`config.mk`:
```
export PLATFORM = sky130hd
export DESIGN_NAME = mem_port_arbiter
export DESIGN_NICKNAME = d
export VERILOG_FILES = /design/src/rtl/mem_arb_pkg.sv /design/src/rtl/mem_arb_pick.sv /design/src/rtl/mem_port_arbiter.sv
export SDC_FILE = /design/constraint.sdc
export NUM_CORES = 1
export LEC_CHECK = 0
export BUFFER_PORTS_ARGS = -buffer_cell sky130_fd_sc_hd__buf_2
export CAP_MARGIN = 10
export CELL_PAD_IN_SITES_DETAIL_PLACEMENT = 1
export CELL_PAD_IN_SITES_GLOBAL_PLACEMENT = 2
export CORE_ASPECT_RATIO = 2
export CORE_MARGIN = 2
export CORE_UTILIZATION = 31
export CTS_BUF_LIST = sky130_fd_sc_hd__clkbuf_8
export DETAILED_ROUTE_END_ITERATION = 12
export PLACE_DENSITY_LB_ADDON = 0.08
export SYNTH_ARGS = -nofsm -noshare
export SYNTH_HDL_FRONTEND = slang
export SYNTH_SLANG_ARGS = --single-unit
```
`constraint.sdc`:
```
create_clock -name clk -period 4.8 [get_ports clk]
set_input_delay 0 -clock clk [delete_from_list [all_inputs] [get_ports clk]]
set_output_delay 0 -clock clk [all_outputs]
set_load 0.05 [all_outputs]
```
`src/rtl/mem_arb_pkg.sv`:
```
// rtl/mem_arb_pkg.sv - Shared types and helpers for the I/D memory-port arbiter.
package mem_arb_pkg;

  typedef enum logic [1:0] {
    IDLE = 2'd0,
    BUSY = 2'd1,
    DONE = 2'd2
  } state_e;

  localparam logic REQ_I = 1'b0;
  localparam logic REQ_D = 1'b1;

  function automatic int beat_w(input int block_words);
    return (block_words > 1) ? $clog2(block_words) : 1;
  endfunction

endpackage

```
`src/rtl/mem_arb_pick.sv`:
```
// rtl/mem_arb_pick.sv - Combinational winner select between I and D requests.
// ARB_ROUND_ROBIN_EN: a tie goes to the side that was not granted last.
module mem_arb_pick
  import mem_arb_pkg::*;
(
  input  logic i_req,
  input  logic d_req,
`ifdef ARB_ROUND_ROBIN_EN
  input  logic last_id,
`endif
  output logic any_req,
  output logic win_id
);

  always_comb begin
    any_req = i_req | d_req;
    win_id  = REQ_D;
    if (i_req && !d_req) begin
      win_id = REQ_I;
    end
`ifdef ARB_ROUND_ROBIN_EN
    else if (i_req && d_req) begin
      win_id = (last_id == REQ_D) ? REQ_I : REQ_D;
    end
`endif
  end

endmodule

```
`src/rtl/mem_port_arbiter.sv`:
```
// rtl/mem_port_arbiter.sv - Shares the main-memory port between I and D caches.
// Define ARB_ROUND_ROBIN_EN to alternate priority on simultaneous requests.
module mem_port_arbiter
  import mem_arb_pkg::*;
#(
  parameter  int ADDR_W      = 12,
  parameter  int DATA_W      = 32,
  parameter  int BLOCK_WORDS = 4,
  localparam int BEAT_W      = beat_w(BLOCK_WORDS)
) (
  input  logic              clk,
  input  logic              rst,
  input  logic              i_req,
  input  logic [ADDR_W-1:0] i_addr,
  output logic              i_gnt,
  output logic              i_rvalid,
  output logic              i_done,
  input  logic              d_req,
  input  logic              d_we,
  input  logic [ADDR_W-1:0] d_addr,
  input  logic [DATA_W-1:0] d_wdata,
  output logic              d_gnt,
  output logic              d_rvalid,
  output logic              d_done,
  output logic [DATA_W-1:0] rdata,
  output logic [BEAT_W-1:0] beat_idx,
  output logic              mem_req,
  output logic              mem_we,
  output logic [ADDR_W-1:0] mem_addr,
  output logic [DATA_W-1:0] mem_wdata,
  input  logic              mem_ready,
  input  logic [DATA_W-1:0] mem_rdata
);

  localparam logic [ADDR_W-1:0] WORD_MASK  = ADDR_W'(3);
  localparam logic [ADDR_W-1:0] BLOCK_MASK = ADDR_W'(BLOCK_WORDS * 4 - 1);
  localparam logic [BEAT_W-1:0] LAST_BEAT  = BEAT_W'(BLOCK_WORDS - 1);

  state_e            state_q;
  logic              id_q;
  logic              we_q;
  logic [BEAT_W-1:0] cnt_q;
  logic [BEAT_W-1:0] beat_idx_q;
  logic [ADDR_W-1:0] mem_addr_q;
  logic [ADDR_W-1:0] mem_addr_d;
  logic [DATA_W-1:0] mem_wdata_q;
  logic [DATA_W-1:0] rdata_q;
  logic              i_gnt_q, i_rvalid_q, i_done_q;
  logic              d_gnt_q, d_rvalid_q, d_done_q;
  logic              mem_req_q, mem_we_q;

  logic              pick_any;
  logic              pick_id;
  logic              win_we;
  logic              accept;
  logic              last_beat;
  logic [ADDR_W-1:0] win_addr;
  logic [ADDR_W-1:0] start_addr;

`ifdef ARB_ROUND_ROBIN_EN
  logic              rr_q;
`endif

  mem_arb_pick u_pick (
    .i_req   (i_req),
    .d_req   (d_req),
`ifdef ARB_ROUND_ROBIN_EN
    .last_id (rr_q),
`endif
    .any_req (pick_any),
    .win_id  (pick_id)
  );

  // A done pulse on display blocks arbitration so a requester still holding
  // req on the edge that ends done is not granted a second time.
  always_comb begin
    win_addr   = (pick_id == REQ_D) ? d_addr : i_addr;
    win_we     = (pick_id == REQ_D) && d_we;
    start_addr = win_addr & ~(win_we ? WORD_MASK : BLOCK_MASK);
    accept     = pick_any && !i_done_q && !d_done_q;
    last_beat  = we_q || (cnt_q == LAST_BEAT);
    mem_addr_d = {mem_addr_q[ADDR_W-1:BEAT_W+2], BEAT_W'(cnt_q + 1'b1), 2'b00};
  end

  always_ff @(posedge clk or posedge rst) begin
    if (rst) begin
      state_q     <= IDLE;
      id_q        <= REQ_D;
      we_q        <= 1'b0;
      cnt_q       <= '0;
      beat_idx_q  <= '0;
      mem_addr_q  <= '0;
      mem_wdata_q <= '0;
      rdata_q     <= '0;
      i_gnt_q     <= 1'b0;
      i_rvalid_q  <= 1'b0;
      i_done_q    <= 1'b0;
      d_gnt_q     <= 1'b0;
      d_rvalid_q  <= 1'b0;
      d_done_q    <= 1'b0;
      mem_req_q   <= 1'b0;
      mem_we_q    <= 1'b0;
`ifdef ARB_ROUND_ROBIN_EN
      rr_q        <= REQ_D;
`endif
    end else begin
      i_gnt_q    <= 1'b0;
      d_gnt_q    <= 1'b0;
      i_rvalid_q <= 1'b0;
      d_rvalid_q <= 1'b0;
      i_done_q   <= 1'b0;
      d_done_q   <= 1'b0;
      case (state_q)
        IDLE: begin
          if (accept) begin
            id_q        <= pick_id;
            we_q        <= win_we;
            cnt_q       <= '0;
            mem_addr_q  <= start_addr;
            mem_wdata_q <= (pick_id == REQ_D) ? d_wdata : '0;
            mem_we_q    <= win_we;
            mem_req_q   <= 1'b1;
            i_gnt_q     <= (pick_id == REQ_I);
            d_gnt_q     <= (pick_id == REQ_D);
`ifdef ARB_ROUND_ROBIN_EN
            rr_q        <= pick_id;
`endif
            state_q     <= BUSY;
          end
        end
        BUSY: begin
          if (mem_ready) begin
            if (!we_q) begin
              rdata_q    <= mem_rdata;
              beat_idx_q <= cnt_q;
              i_rvalid_q <= (id_q == REQ_I);
              d_rvalid_q <= (id_q == REQ_D);
            end
            if (last_beat) begin
              mem_req_q <= 1'b0;
              mem_we_q  <= 1'b0;
              state_q   <= DONE;
            end else begin
              cnt_q      <= cnt_q + 1'b1;
              mem_addr_q <= mem_addr_d;
            end
          end
        end
        DONE: begin
          i_done_q <= (id_q == REQ_I);
          d_done_q <= (id_q == REQ_D);
          state_q  <= IDLE;
        end
        default: state_q <= IDLE;
      endcase
    end
  end

  assign i_gnt     = i_gnt_q;
  assign i_rvalid  = i_rvalid_q;
  assign i_done    = i_done_q;
  assign d_gnt     = d_gnt_q;
  assign d_rvalid  = d_rvalid_q;
  assign d_done    = d_done_q;
  assign rdata     = rdata_q;
  assign beat_idx  = beat_idx_q;
  assign mem_req   = mem_req_q;
  assign mem_we    = mem_we_q;
  assign mem_addr  = mem_addr_q;
  assign mem_wdata = mem_wdata_q;

endmodule

```
# Word-level counts from Yosys, hierarchy flattened
# Index checks and enable logic that the tools add are counted.
# totals
regBits,92
output_inout_bits,86
word_cells,81
# classes
add_sub_neg,1
n_eq_ne,7
muxes,34
n_bitwise,6
reduce_logical,16
# op_table
op,count
$mux W32,1
$mux W12,2
$pmux W12 S2,1
$mux W1,17
$and A12 B12 Y12,1
$mux W2,6
$mux W4,3
$not A4 Y12,1
$reduce_and A3 Y1,3
$ne A2 B2 Y1 const B,4
$pmux W2 S2,2
$reduce_and A4 Y1,2
$eq A2 B2 Y1 const B,2
$logic_and A1 B1 Y1,4
$pmux W1 S2,2
$logic_not A1 Y1,3
$not A1 Y1,3
$add A2 B1 Y2 const B,1
$eq A2 B1 Y1 const B,1
$logic_not A2 Y1,1
$reduce_and A2 Y1,1
$reduce_bool A2 Y1,1
$logic_or A1 B1 Y1,1
$or A1 B1 Y1,1

# Depth between registers and ports, before layout
# Gate-level depths: netlist (run 1).
# depth
ltp_word,9
mapped_depth,6

# Modules after synthesis
# A second synthesis (run 1) with hierarchy kept.
# unflattened
hier_cells,309
hier_area_um2,3803.6
# modules_own_cells
module,instances,cells_per_inst,area_per_inst_um2
mem_port_arbiter,1,307,3791.1
mem_arb_pick,1,2,12.5

# Least setup slack after synthesis (run 1)
# No wires, ideal clock.
# synth_path
kind,register -> register
startpoint,register i_done_q (netlist: i_done)
endpoint,register mem_addr_q[11] (netlist: mem_addr[11])
setup_time_ns,0.125
arrival_time_ns,1.912
required_ns,4.675
slack_ns,2.762
path_stages_with_launch,7
path_buffers,3
period_less_slack_ns,2.038
cell_sequence,dfrtp_1 > or2_1 > buf_2 > or3_1 > buf_6 > buf_6 > mux2_4
# synth_between
elab_chain_len,4
# synth_lines
item,line_no,rtl
"start, declared",mem_port_arbiter.sv:48,"logic i_gnt_q, i_rvalid_q, i_done_q;"
"start signal, assigned",mem_port_arbiter.sv:150,i_done_q <= (id_q == REQ_I);
$logic_not A1 Y1,mem_port_arbiter.sv:80,accept = pick_any && !i_done_q && !d_done_q;
$logic_and A1 B1 Y1 (2 in a row),mem_port_arbiter.sv:80,
$reduce_and A3 Y1 (no source line),--,
"end signal, assigned",mem_port_arbiter.sv:119,mem_addr_q <= start_addr;
"end signal, assigned",mem_port_arbiter.sv:145,mem_addr_q <= mem_addr_d;
"end, declared",mem_port_arbiter.sv:44,logic [ADDR_W-1:0] mem_addr_q;
# No other way between the ends.
# A chain may end at the register's enable or synchronous reset.

# Worst setup path after layout (run 1)
# layout_path
startpoint,register state_q[0]
endpoint,register mem_addr_q[6] (netlist: mem_addr[6])
# layout_between
elab_chain_len,3
# layout_lines
item,line_no,rtl
"start, declared",mem_port_arbiter.sv:39,state_e state_q;
"start signal, assigned",mem_port_arbiter.sv:87,state_q <= IDLE;
"start signal, assigned",mem_port_arbiter.sv:128,state_q <= BUSY;
"start signal, assigned",mem_port_arbiter.sv:142,state_q <= DONE;
$eq A2 B1 Y1,mem_port_arbiter.sv:113,case (state_q)
$not A1 Y1 (no source line),--,
$reduce_and A3 Y1 (no source line) *,--,
# Every way passes the cells marked *; elsewhere a longest branch is shown, timed or not.

==> metrics.md, run 1 <==
| Metric | Value |
|---|---|
| Status | completed |
| Inst Count DP | 600 |
| Main flop type after synthesis | dfrtp_1 |
| CTS sink count | 90 |
| Top cell type's share of synthesized area | 0.592 |
| Worst Tran Pin Value | between 0.9 and 1 ns |
| Die height | approximately 160 um |
| Max-slew violation count | 0 |
| Clk_skew | between 0.01 and 0.015 ns |
| Total global-route track usage | 0.177 |
| Endpoints failing setup | 0 |
| Mux cell area share after synthesis | 0.170 |
| Grt peak-use layer | met2 |
| Synth Area in Simple Gates | 0.0632 |
| Pin count of the biggest net entering global routing | 91 |
| Clk buf depth | 2 |
| Count of cell types in the netlist | 28 |
| Fmax | between 0.4 and 0.5 GHz |
| H-tree levels | 3 |
| Detailed Route WL | approximately 11000 um |
| CTS Root Cell | clkbuf_8 |
| Drt first pass iters | 3 |
| Clk Latency, worst-skew pair | around 0.35 ns |
| DRC Markers | 0 |
| Min Hold Slack | roughly 0.023 ns |
| Initial DRC Count | about 130 |
| RSZ-0062 raised after global routing | no |
| Placer Congestion | about 0.70 |
| Worst r2r path cells | 5 |
| Compound-Gate Fraction of Synth Area | 0.125 |
| Top post-synthesis cells by area | dfrtp_1 (59%), mux2_2 (16%), o31ai_1 (6.6%) |
| Crit-path max FO | 45 |
| Syn. warnings | 0 |
| Critical path arrival | 2.44 ns |
| Vias in the first global route | approximately 3.6k |
| Sequential area share after synthesis | 0.599 |
| Setup TNS Final | 0 ns |
| Slew HR | 0.341 |
| Leak pwr | about 2.9 nW |
| Total area of sequential cells | ~2300 um^2 |
| Most frequent cell on the critical path | buf_4 |
| Area share of fa/ha/maj cells after synthesis | 0.00333 |
| I/O pin cnt | between 150 and 200 |
| Pwr per Cell Area | 736 nW/um^2 |
| Bufs and invs on worst path | 2 |
| DIE AREA | 13100 um^2 |
| Multi-input logic area | around 1400 um^2 |
| Starting Density | 0.314 |
| Layout Nets | approximately 640 |
| Number of routed nets with antenna violations | 0 |
| HPWL Detailed | 6830 um |
| CTS Buf Count | 9 |
| Routed vias | about 3.3k |
| Leading area contributor after synthesis | dfrtp_1 |
| Synth Cell Area | between 3000 and 4000 um^2 |
| Initial antenna violation count | 0 |
| Critical path cell sequence | or2_1, buf_4, or3_1, buf_4, mux2_2 |
| First-pass GRT wire length | roughly 18000 um |
| Met1 usage in global routing | 0.199 |
| Critical path startpoint category | register |
| Worst path depth | 5 |
| Most common cell in the synthesized netlist | dfrtp_1 |
| Worst hold path class | input pin to register |
| Core area | 12000 um^2 |
| Asr flop ratio synth | 1.00 |
| Final cell count without fillers | between 600 and 700 |
| Synth Area in XOR/XNOR | 0 |
| Crit path time final | ~2.2 ns |
| Synth Instances | 302 |
| CTS resizes | 0 |
| Share of cells above drive strength 1 | 0.467 |
| Routed vias/inst | 4.77 |
| Flop2flop setup slack | ~2.6 ns |
| Met3 GRT Util | 0.0390 |
| Max-Cap Viols | 0 |
| Largest family of logic cells by synthesized area | multiplexers |
| Flops & latches, synth | 90 |
| CP max stage cell | dfrtp_1 |
| Critical setup path kind | register to register |
| Family with the most delay on the worst path | buffers and inverters |
| CTS tree | yes |
| Number of synthesized flops with an enable pin | 0 |
| Peak supply drop | approximately 0.46 mV |
| Filler cells | 1367 |
| Average wire per standard cell | approximately 16 um |
| Grt ovf | 0 |
| GRT met2 Usage | 0.310 |
| Final Cycle Share | 0.459 |
| Row count | 57 |
| Endpoint class of the critical path | register |
| CP peak stage delay | 0.50 ns |
| Synth-to-layout area growth | 52.8% |
| Pwr Total | around 4.2 mW |
| I/O Buffers | approximately 170 |
| # diodes | 0 |
| Fin. Hold Viols | 0 |
| Worst hold stages | 3 |
| Die width | roughly 82 um |
| Avg Inst Size Synth | roughly 12 um^2 |
| Most frequent cells after synthesis | dfrtp_1 (89), mux2_2 (52), o21ai_0 (36), nand2_1 (34), o31ai_1 (33) |
| Clock transition at path regs | 0.10 ns |
| Worst Path Required | approximately 5.0 ns |
==> sequential cells by signal (all words and copies together), names as in the netlist <==
signal,cells
beat_idx,2
i_done,1
state_q,2
d_rvalid,1
i_rvalid,1
we_q,1
mem_addr,10
cnt_q,2
i_gnt,1
d_gnt,1
mem_req,1
rdata,32
d_done,1
id_q,1
mem_wdata,32
mem_we,1
==> power breakdown <==
| group | switching [mW] | leakage (nW) | internal [mW] | total [mW] |
|---|---|---|---|---|
| Clock | 0.284 | 0.119 | 0.315 | 0.599 |
| Combinational | 1.69 | 1.63 | 0.657 | 2.35 |
| Sequential | 0.181 | 1.10 | 1.11 | 1.29 |
==> layout make-up <==
cell class                      count  area share
Inverter                            2     0.00152
Clock inverter                      6      0.0170
Clock buffer                       10      0.0239
Multi-Input combinational cell    184       0.240
Timing Repair Buffer              254       0.294
Tap cell                          147      0.0320
Sequential cell                    90       0.392
==> layer usage <==
metal,part of all wire,vias to the layer above
met1,0.38,1630
met5,0,-
met2,0.53,113
li1,-,1541
met4,0.029,0
met3,0.058,21
==> cell usage in the layout (no fill, tap or decap), types with 2 or more instances in the layout <==
master         count
buf_2            171
dfrtp_1           89
dlygate4sd3_1     76
mux2_2            52
o21ai_0           36
nand2_1           34
o31ai_1           33
clkbuf_8          10
buf_4              6
nor2_1             4
nor3b_1            3
mux2_4             3
or2_1              2
or3_1              2
a41o_1             2
conb_1             2
bufinv_16          2
clkinv_4           2
==> through the flow <==
step                cell area (um^2)  setup slack [ns]   util
floorplan                       3770              2.47      -
global placement                4720              2.64  0.394
detailed placement              4720              2.58  0.394
CTS                             5710              2.58  0.477
global route                    5750              2.42  0.480
finish                          5750              2.59  0.480
==> cell families after synthesis <==
family / Yosys count
and+or+nand+nor: 52
DFF: 90
AOI/OAI and AO/OA: 73
adders and majority gates: 1
other: 1
muxes: 56
buffers and inverters: 29
==> repair_timing <==
action / 4_1_cts / 5_1_grt
endpoints found under the hold margin: 72 / 41
setup buffers: 0 / 0
hold buffers: 75 / 1
==> worst paths after layout <==
check	start	to
min in group asynchronous	rst	rdata[12]
max	state_q[0]	mem_addr[6]
min	d_addr[7]	mem_addr[7]
min reg2reg	rdata[26]	rdata[26]
max reg2reg	state_q[0]	mem_addr[6]
max in group asynchronous	rst	id_q
==> worst min-delay path, delay by kind of cell <==
kind | cells | cell delay (ns)
buffers and inverters | 1 | 0.08
multiplexers | 2 | 0.26
No activity file was read; power rests on OpenSTA's default activity.
==> run 2, diff against run 1 <==
--- a/config.mk
+++ b/config.mk
@@ -11,7 +11,7 @@
 export CELL_PAD_IN_SITES_GLOBAL_PLACEMENT = 2
 export CORE_ASPECT_RATIO = 2
 export CORE_MARGIN = 2
-export CORE_UTILIZATION = 31
+export CORE_UTILIZATION = 29
 export CTS_BUF_LIST = sky130_fd_sc_hd__clkbuf_8
 export DETAILED_ROUTE_END_ITERATION = 12
 export PLACE_DENSITY_LB_ADDON = 0.08
==> constraint.sdc (replaced) <==
create_clock -name clk -period 2.2 [get_ports clk]
set_input_delay 0 -clock clk [delete_from_list [all_inputs] [get_ports clk]]
set_output_delay 0 -clock clk [all_outputs]
set_load 0.05 [all_outputs]
==> metrics.md, run 2 (synthesis results as in run 1) <==
| Metric | Value |
|---|---|
| Number of routed nets with antenna violations | 0 (unchanged) |
| Crit path time final | 1.90 ns (-0.303 ns) |
| Clock transition at path regs | 0.08 ns (-0.02 ns) |
| Most frequent cells in the layout | buf_2 (171), dfrtp_1 (89), dlygate4sd3_1 (76) |
| DIE AREA | 14000 um^2 (+6.6%) |
| I/O pin cnt | 180 (unchanged) |
| RSZ-0062 raised after global routing | no |
| Detailed Route WL | 11400 um (+0.42%) |
| Initial DRC Count | 100 (-22%) |
| Fin. Hold Viols | 0 (unchanged) |
| Placer Congestion | 0.683 (-2.6%) |
| CP max stage cell | or3_2 |
| Pin count of the biggest net entering global routing | 91 (unchanged) |
| First-pass GRT wire length | 18200 um (+1.8%) |
| Leak pwr | 2.87 nW (+0.63%) |
| Pwr Total | 9.29 mW (+120%) |
| Endpoints failing setup | 0 (unchanged) |
| CTS Buf Count | 9 (unchanged) |
| I/O Buffers | 171 (unchanged) |
| Pwr per Cell Area | 1600 nW/um^2 (+120%) |
| GRT met2 Usage | 0.305 (-0.00474) |
| # diodes | 0 (unchanged) |
| Peak supply drop | 0.836 mV (+82%) |
| Clk Latency, worst-skew pair | 0.36 ns (about the same) |
| Share of cells above drive strength 1 | 0.473 (+0.00569) |
| Critical path arrival | 2.14 ns (-0.30 ns) |
| HPWL Detailed | 7580 um (+11%) |
| Initial antenna violation count | 0 (unchanged) |
| Clk buf depth | 2 (unchanged) |
| Max-Cap Viols | 0 (unchanged) |
| Critical path startpoint category | register |
| Critical path cell sequence | or2_1, or3_2, buf_4, mux2_2 |
| Core area | 12600 um^2 (+5.4%) |
| Most common cell after layout, fill and taps aside | buf_2 |
| Routed vias/inst | 4.73 (-0.91%) |
| CP peak stage delay | 0.67 ns (+0.17 ns) |
| CTS tree | yes |
| Routed vias | 3308 (+0.091%) |
| Fmax | 0.526 GHz (+16%) |
| Layout Nets | 642 (+0.94%) |
| Total global-route track usage | 0.165 (-0.0112) |
| Synth-to-layout area growth | 53.9% |
| Max-slew violation count | 0 (unchanged) |
| Die height | 165 um (+3.3%) |
| CTS sink count | 90 (unchanged) |
| Bufs and invs on worst path | 1 (-1) |
| DRC Markers | 0 (unchanged) |
| Vias in the first global route | 3567 (-1.9%) |
| Final core utilization | 0.459 (-0.0212) |
| CTS Root Cell | clkbuf_8 |
| H-tree levels | 3 (unchanged) |
| Setup TNS Final | 0 ns (unchanged) |
| Grt ovf | 0 (unchanged) |
| Crit-path max FO | 14 (-69%) |
| Slew HR | 0.503 (+0.161) |
| Grt peak-use layer | met2 |
| Endpoint class of the critical path | register |
| Row count | 58 (+1.8%) |
| Die width | 84.5 um (+3.2%) |
| Starting Density | 0.298 (-0.0161) |
| Worst hold path class | input pin to register |
| Met3 GRT Util | 0.0328 (-0.00618) |
| Family with the most delay on the worst path | simple AND/OR/NAND/NOR gates |
| Critical setup path kind | register to register |
| Drt first pass iters | 5 (+2) |
| Worst Path Required | 2.44 ns (-2.60 ns) |
| Status | completed |
| Met1 usage in global routing | 0.183 (-0.0163) |
| Worst Tran Pin Value | 0.746 ns (-0.242 ns) |
| Average wire per standard cell | 16.2 um (-0.59%) |
| CTS resizes | 0 (unchanged) |
| Final Cycle Share | 0.865 (+0.405) |
| Clk_skew | 0.0123 ns (+0.00162 ns) |
[run 2: cell count changes in the layout (fill, tap and decap cells not counted), sizes merged]
cell      before  now
clkinvlp       0    1
bufinv         2    3
clkbuf        10    9
inv            3    2
buf          178  184
clkinv         3    1
[run 2: worst min-delay path, cell delays in order]
cell	delay, ns
buf_2	0.07
mux2_2	0.13
mux2_2	0.13
[run 2: final cells by class]
| class | instances | area [um^2] |
|---|---|---|
| clock buffers | 9 | 124 |
| clock inverters | 5 | 104 |
| fillers | 1405 | 6840 |
| inverters | 2 | 11.3 |
| multi-input cells | 184 | 1380 |
| flip-flops and latches | 90 | 2250 |
| well taps | 150 | 188 |
| repair buffers | 260 | 1730 |
[run 2: report_power, final]
| group | internal (mW) | switching (mW) |
|---|---|---|
| Combinational | 1.48 | 3.71 |
| Clock | 0.745 | 0.579 |
| Sequential | 2.41 | 0.359 |
[run 2: worst paths after layout]
| check | end | slack, ns | cells after the start | from |
|---|---|---|---|---|
| worst max-delay path | mem_addr[8] | 0.30 | 4 | i_done |
| worst min-delay path | mem_addr[6] | 0.02 | 3 | d_addr[6] |
| worst max register to register | mem_addr[8] | 0.30 | 4 | i_done |
| worst min register to register | mem_addr[7] | 0.50 | 1 | mem_addr[7] |
| max in group asynchronous | id_q | 1.49 | 4 | rst |
| min in group asynchronous | rdata[20] | 0.31 | 4 | rst |
[run 2: routing by layer]
metal  share of wire  wire [um]
met1            0.38       4280
met2            0.55       6250
met3           0.051        583
met4           0.023        263
met5               0          0
[run 2: through the flow]
step | instances | setup WS [ns] | cell area (um^2) | hold slack [ns]
2_1_floorplan | 303 | 0.162 | 3770 | 0.136
3_3_place_gp | 610 | 0.291 | 4800 | 0.184
3_5_place_dp | 610 | 0.271 | 4800 | 0.187
4_1_cts | 700 | 0.259 | 5790 | 0.00372
5_1_grt | 700 | 0.205 | 5790 | 0.0102
6_report | 700 | 0.298 | 5790 | 0.0197
[run 2: timing repair]
action,CTS,global route
endpoints found under the hold margin,161,0
buffers inserted,0,0
hold buffers,76,0
==> run 3, diff against run 2 <==
--- a/config.mk
+++ b/config.mk
@@ -5,15 +5,15 @@
 export SDC_FILE = /design/constraint.sdc
 export NUM_CORES = 1
 export LEC_CHECK = 0
-export BUFFER_PORTS_ARGS = -buffer_cell sky130_fd_sc_hd__buf_2
 export CAP_MARGIN = 10
 export CELL_PAD_IN_SITES_DETAIL_PLACEMENT = 1
 export CELL_PAD_IN_SITES_GLOBAL_PLACEMENT = 2
 export CORE_ASPECT_RATIO = 2
 export CORE_MARGIN = 2
-export CORE_UTILIZATION = 29
+export CORE_UTILIZATION = 40
 export CTS_BUF_LIST = sky130_fd_sc_hd__clkbuf_8
 export DETAILED_ROUTE_END_ITERATION = 12
+export DONT_BUFFER_PORTS = 1
 export PLACE_DENSITY_LB_ADDON = 0.08
 export SYNTH_ARGS = -nofsm -noshare
 export SYNTH_HDL_FRONTEND = slang
==> metrics.md, run 3 (synthesis results as in run 1) <==
| Metric | Value |
|---|---|
| First-pass GRT wire length | 15800 um (-13%) |
| Initial antenna violation count | 0 (unchanged) |
| Cell area after layout | 4930 um^2 (-15%) |
| Core area | 9260 um^2 (-27%) |
| R2r startpoint | i_done |
| Pwr Total | 8.23 mW (-11%) |
| CP peak stage delay | 0.56 ns (-0.11 ns) |
| Clk_skew | 0.0115 ns (-0.000823 ns) |
| CTS sink count | 90 (unchanged) |
| Max-slew violation count | 0 (unchanged) |
| Critical path startpoint category | register |
| H-tree levels | 3 (unchanged) |
| CTS Root Cell | clkbuf_8 |
| Clk buf depth | 2 (unchanged) |
| I/O pin cnt | 180 (unchanged) |
| Worst Tran Pin Value | 0.718 ns (-0.0275 ns) |
| Clock transition at path regs | 0.08 ns (about the same) |
| HPWL Detailed | 6230 um (-18%) |
| Area after DPL | 3900 um^2 (-19%) |
| Peak supply drop | 0.653 mV (-22%) |
| Total area of sequential cells | 2250 um^2 (unchanged) |
| Number of routed nets with antenna violations | 0 (unchanged) |
| Worst hold path class | input pin to register |
| Filler cells | 950 (-32%) |
| Clk Latency, worst-skew pair | 0.36 ns (about the same) |
| Worst R2R End | mem_wdata[21] |
| Routed vias/inst | 5.48 (+16%) |
| Worst Path Required | 2.44 ns (about the same) |
| Share of cells above drive strength 1 | 0.226 (-0.246) |
| Max-Cap Viols | 0 (unchanged) |
| Leak pwr | 2.20 nW (-23%) |
| Worst r2r path cells | 5 (+1) |
| Flop2flop setup slack | 0.28 ns (-0.02 ns) |
| Pin count of the biggest net entering global routing | 91 (unchanged) |
| Initial DRC Count | 76 (-24%) |
| Routed vias | 2722 (-18%) |
| I/O Buffers | 0 (-100%) |
| DRC Markers | 0 (unchanged) |
| Family with the most delay on the worst path | buffers and inverters |
| Endpoints failing setup | 0 (unchanged) |
| Setup TNS Final | 0 ns (unchanged) |
| Die width | 72.6 um (-14%) |
| RSZ-0062 raised after global routing | no |
| Status | completed |
| Crit-path max FO | 21 (+7) |
| CTS resizes | 0 (unchanged) |
| Slew HR | 0.521 (+0.0183) |
| Fmax | 0.520 GHz (-1.2%) |
| # diodes | 0 (unchanged) |
| DIE AREA | 10200 um^2 (-27%) |
| CTS Buf Count | 9 (unchanged) |
| Worst hold stages | 3 (unchanged) |
| Hold EP | i_rvalid |
| Vias in the first global route | 3114 (-13%) |
| Grt ovf | 0 (unchanged) |
| Most common cell after layout, fill and taps aside | dfrtp_1 |
| Crit path time final | 1.92 ns (+0.0224 ns) |
| Final Cycle Share | 0.875 (+0.0102) |
| CP max stage cell | dlygate4sd3_1 |
| Fin. Hold Viols | 0 (unchanged) |
| Placer Congestion | 0.742 (+8.6%) |
| Layout Nets | 483 (-25%) |
| Pwr per Cell Area | 1670 nW/um^2 (+4.1%) |
| Critical setup path kind | register to register |
| Worst Hold Launch | mem_ready |
| CTS tree | yes |
| Bufs and invs on worst path | 2 (+1) |
| Endpoint class of the critical path | register |
| Average wire per standard cell | 19.8 um (+22%) |
| Starting Density | 0.406 (+0.108) |
| Detailed Route WL | 9840 um (-13%) |
| Row count | 50 (-14%) |
| Drt first pass iters | 4 (-1) |
| Multi-input logic area | 1380 um^2 (about the same) |
| Total global-route track usage | 0.201 (+0.0358) |
| Most frequent cells in the layout | dfrtp_1 (89), dlygate4sd3_1 (86), mux2_2 (52) |
| Synth-to-layout area growth | 31.0% |
| Die height | 141 um (-14%) |
| Critical path arrival | 2.16 ns (+0.02 ns) |
| Critical path cell sequence | or2_1, buf_4, o31ai_1, o21ai_0, dlygate4sd3_1 |
==> run 3: what timing repair did <==
item	in CTS	in global routing
setup buffers	0	0
endpoints found under the hold margin	168	0
hold buffers	86	0
==> run 3: how the worst max path moves through the flow <==
stage | from | to | cells past startpoint
finish | i_done | mem_wdata[21] | 5
global route | i_done | mem_wdata[23] | 5
CTS | i_done | mem_wdata[21] | 5
detailed placement | i_done | mem_wdata[27] | 5
global placement | i_done | mem_we | 5
floorplan | i_done | mem_addr[11] | 6
==> run 3: stage by stage <==
step / instances / hold slack (ns) / setup WS (ns) / utilization
2_1_floorplan: 303 / 0.136 / 0.162 / -
3_3_place_gp: 395 / 0.0517 / 0.406 / 0.421
3_5_place_dp: 395 / 0.0540 / 0.316 / 0.421
4_1_cts: 497 / 0.108 / 0.264 / 0.532
5_1_grt: 497 / 0.139 / 0.199 / 0.532
6_report: 497 / 0.130 / 0.275 / 0.532
==> run 3: area by class of cell <==
class | count | share of cell area
clock buffer | 10 | 0.0279
clock inverter | 6 | 0.00584
inverter | 2 | 0.00228
timing repair buffer | 101 | 0.200
multi-input combinational | 184 | 0.280
sequential | 90 | 0.457
tap | 104 | 0.0264
==> run 3: per-layer routing <==
layer,track usage,routed length (um),up-vias
met5,0,0,-
met4,0.0692,186,0
met3,0.0658,690,12
met2,0.368,5550,101
met1,0.208,3410,1370
li1,-,-,1239
==> run 3: worst reg2reg max path: cells and delay by family (launching register included) <==
family	cells	cell delay, ns
AO/OA/AOI/OAI	2	0.35
flip-flops	1	0.38
buffers and inverters	2	0.80
AND/OR/NAND/NOR	1	0.29
==> run 3: power by group <==
| part | leakage, nW | internal (mW) | switching (mW) |
|---|---|---|---|
| clock network | 0.0958 | 0.426 | 0.550 |
| registers | 1.10 | 2.37 | 3.05 |
| logic | 1.00 | 0.984 | 0.861 |
| total | 2.20 | 3.78 | 4.46 |
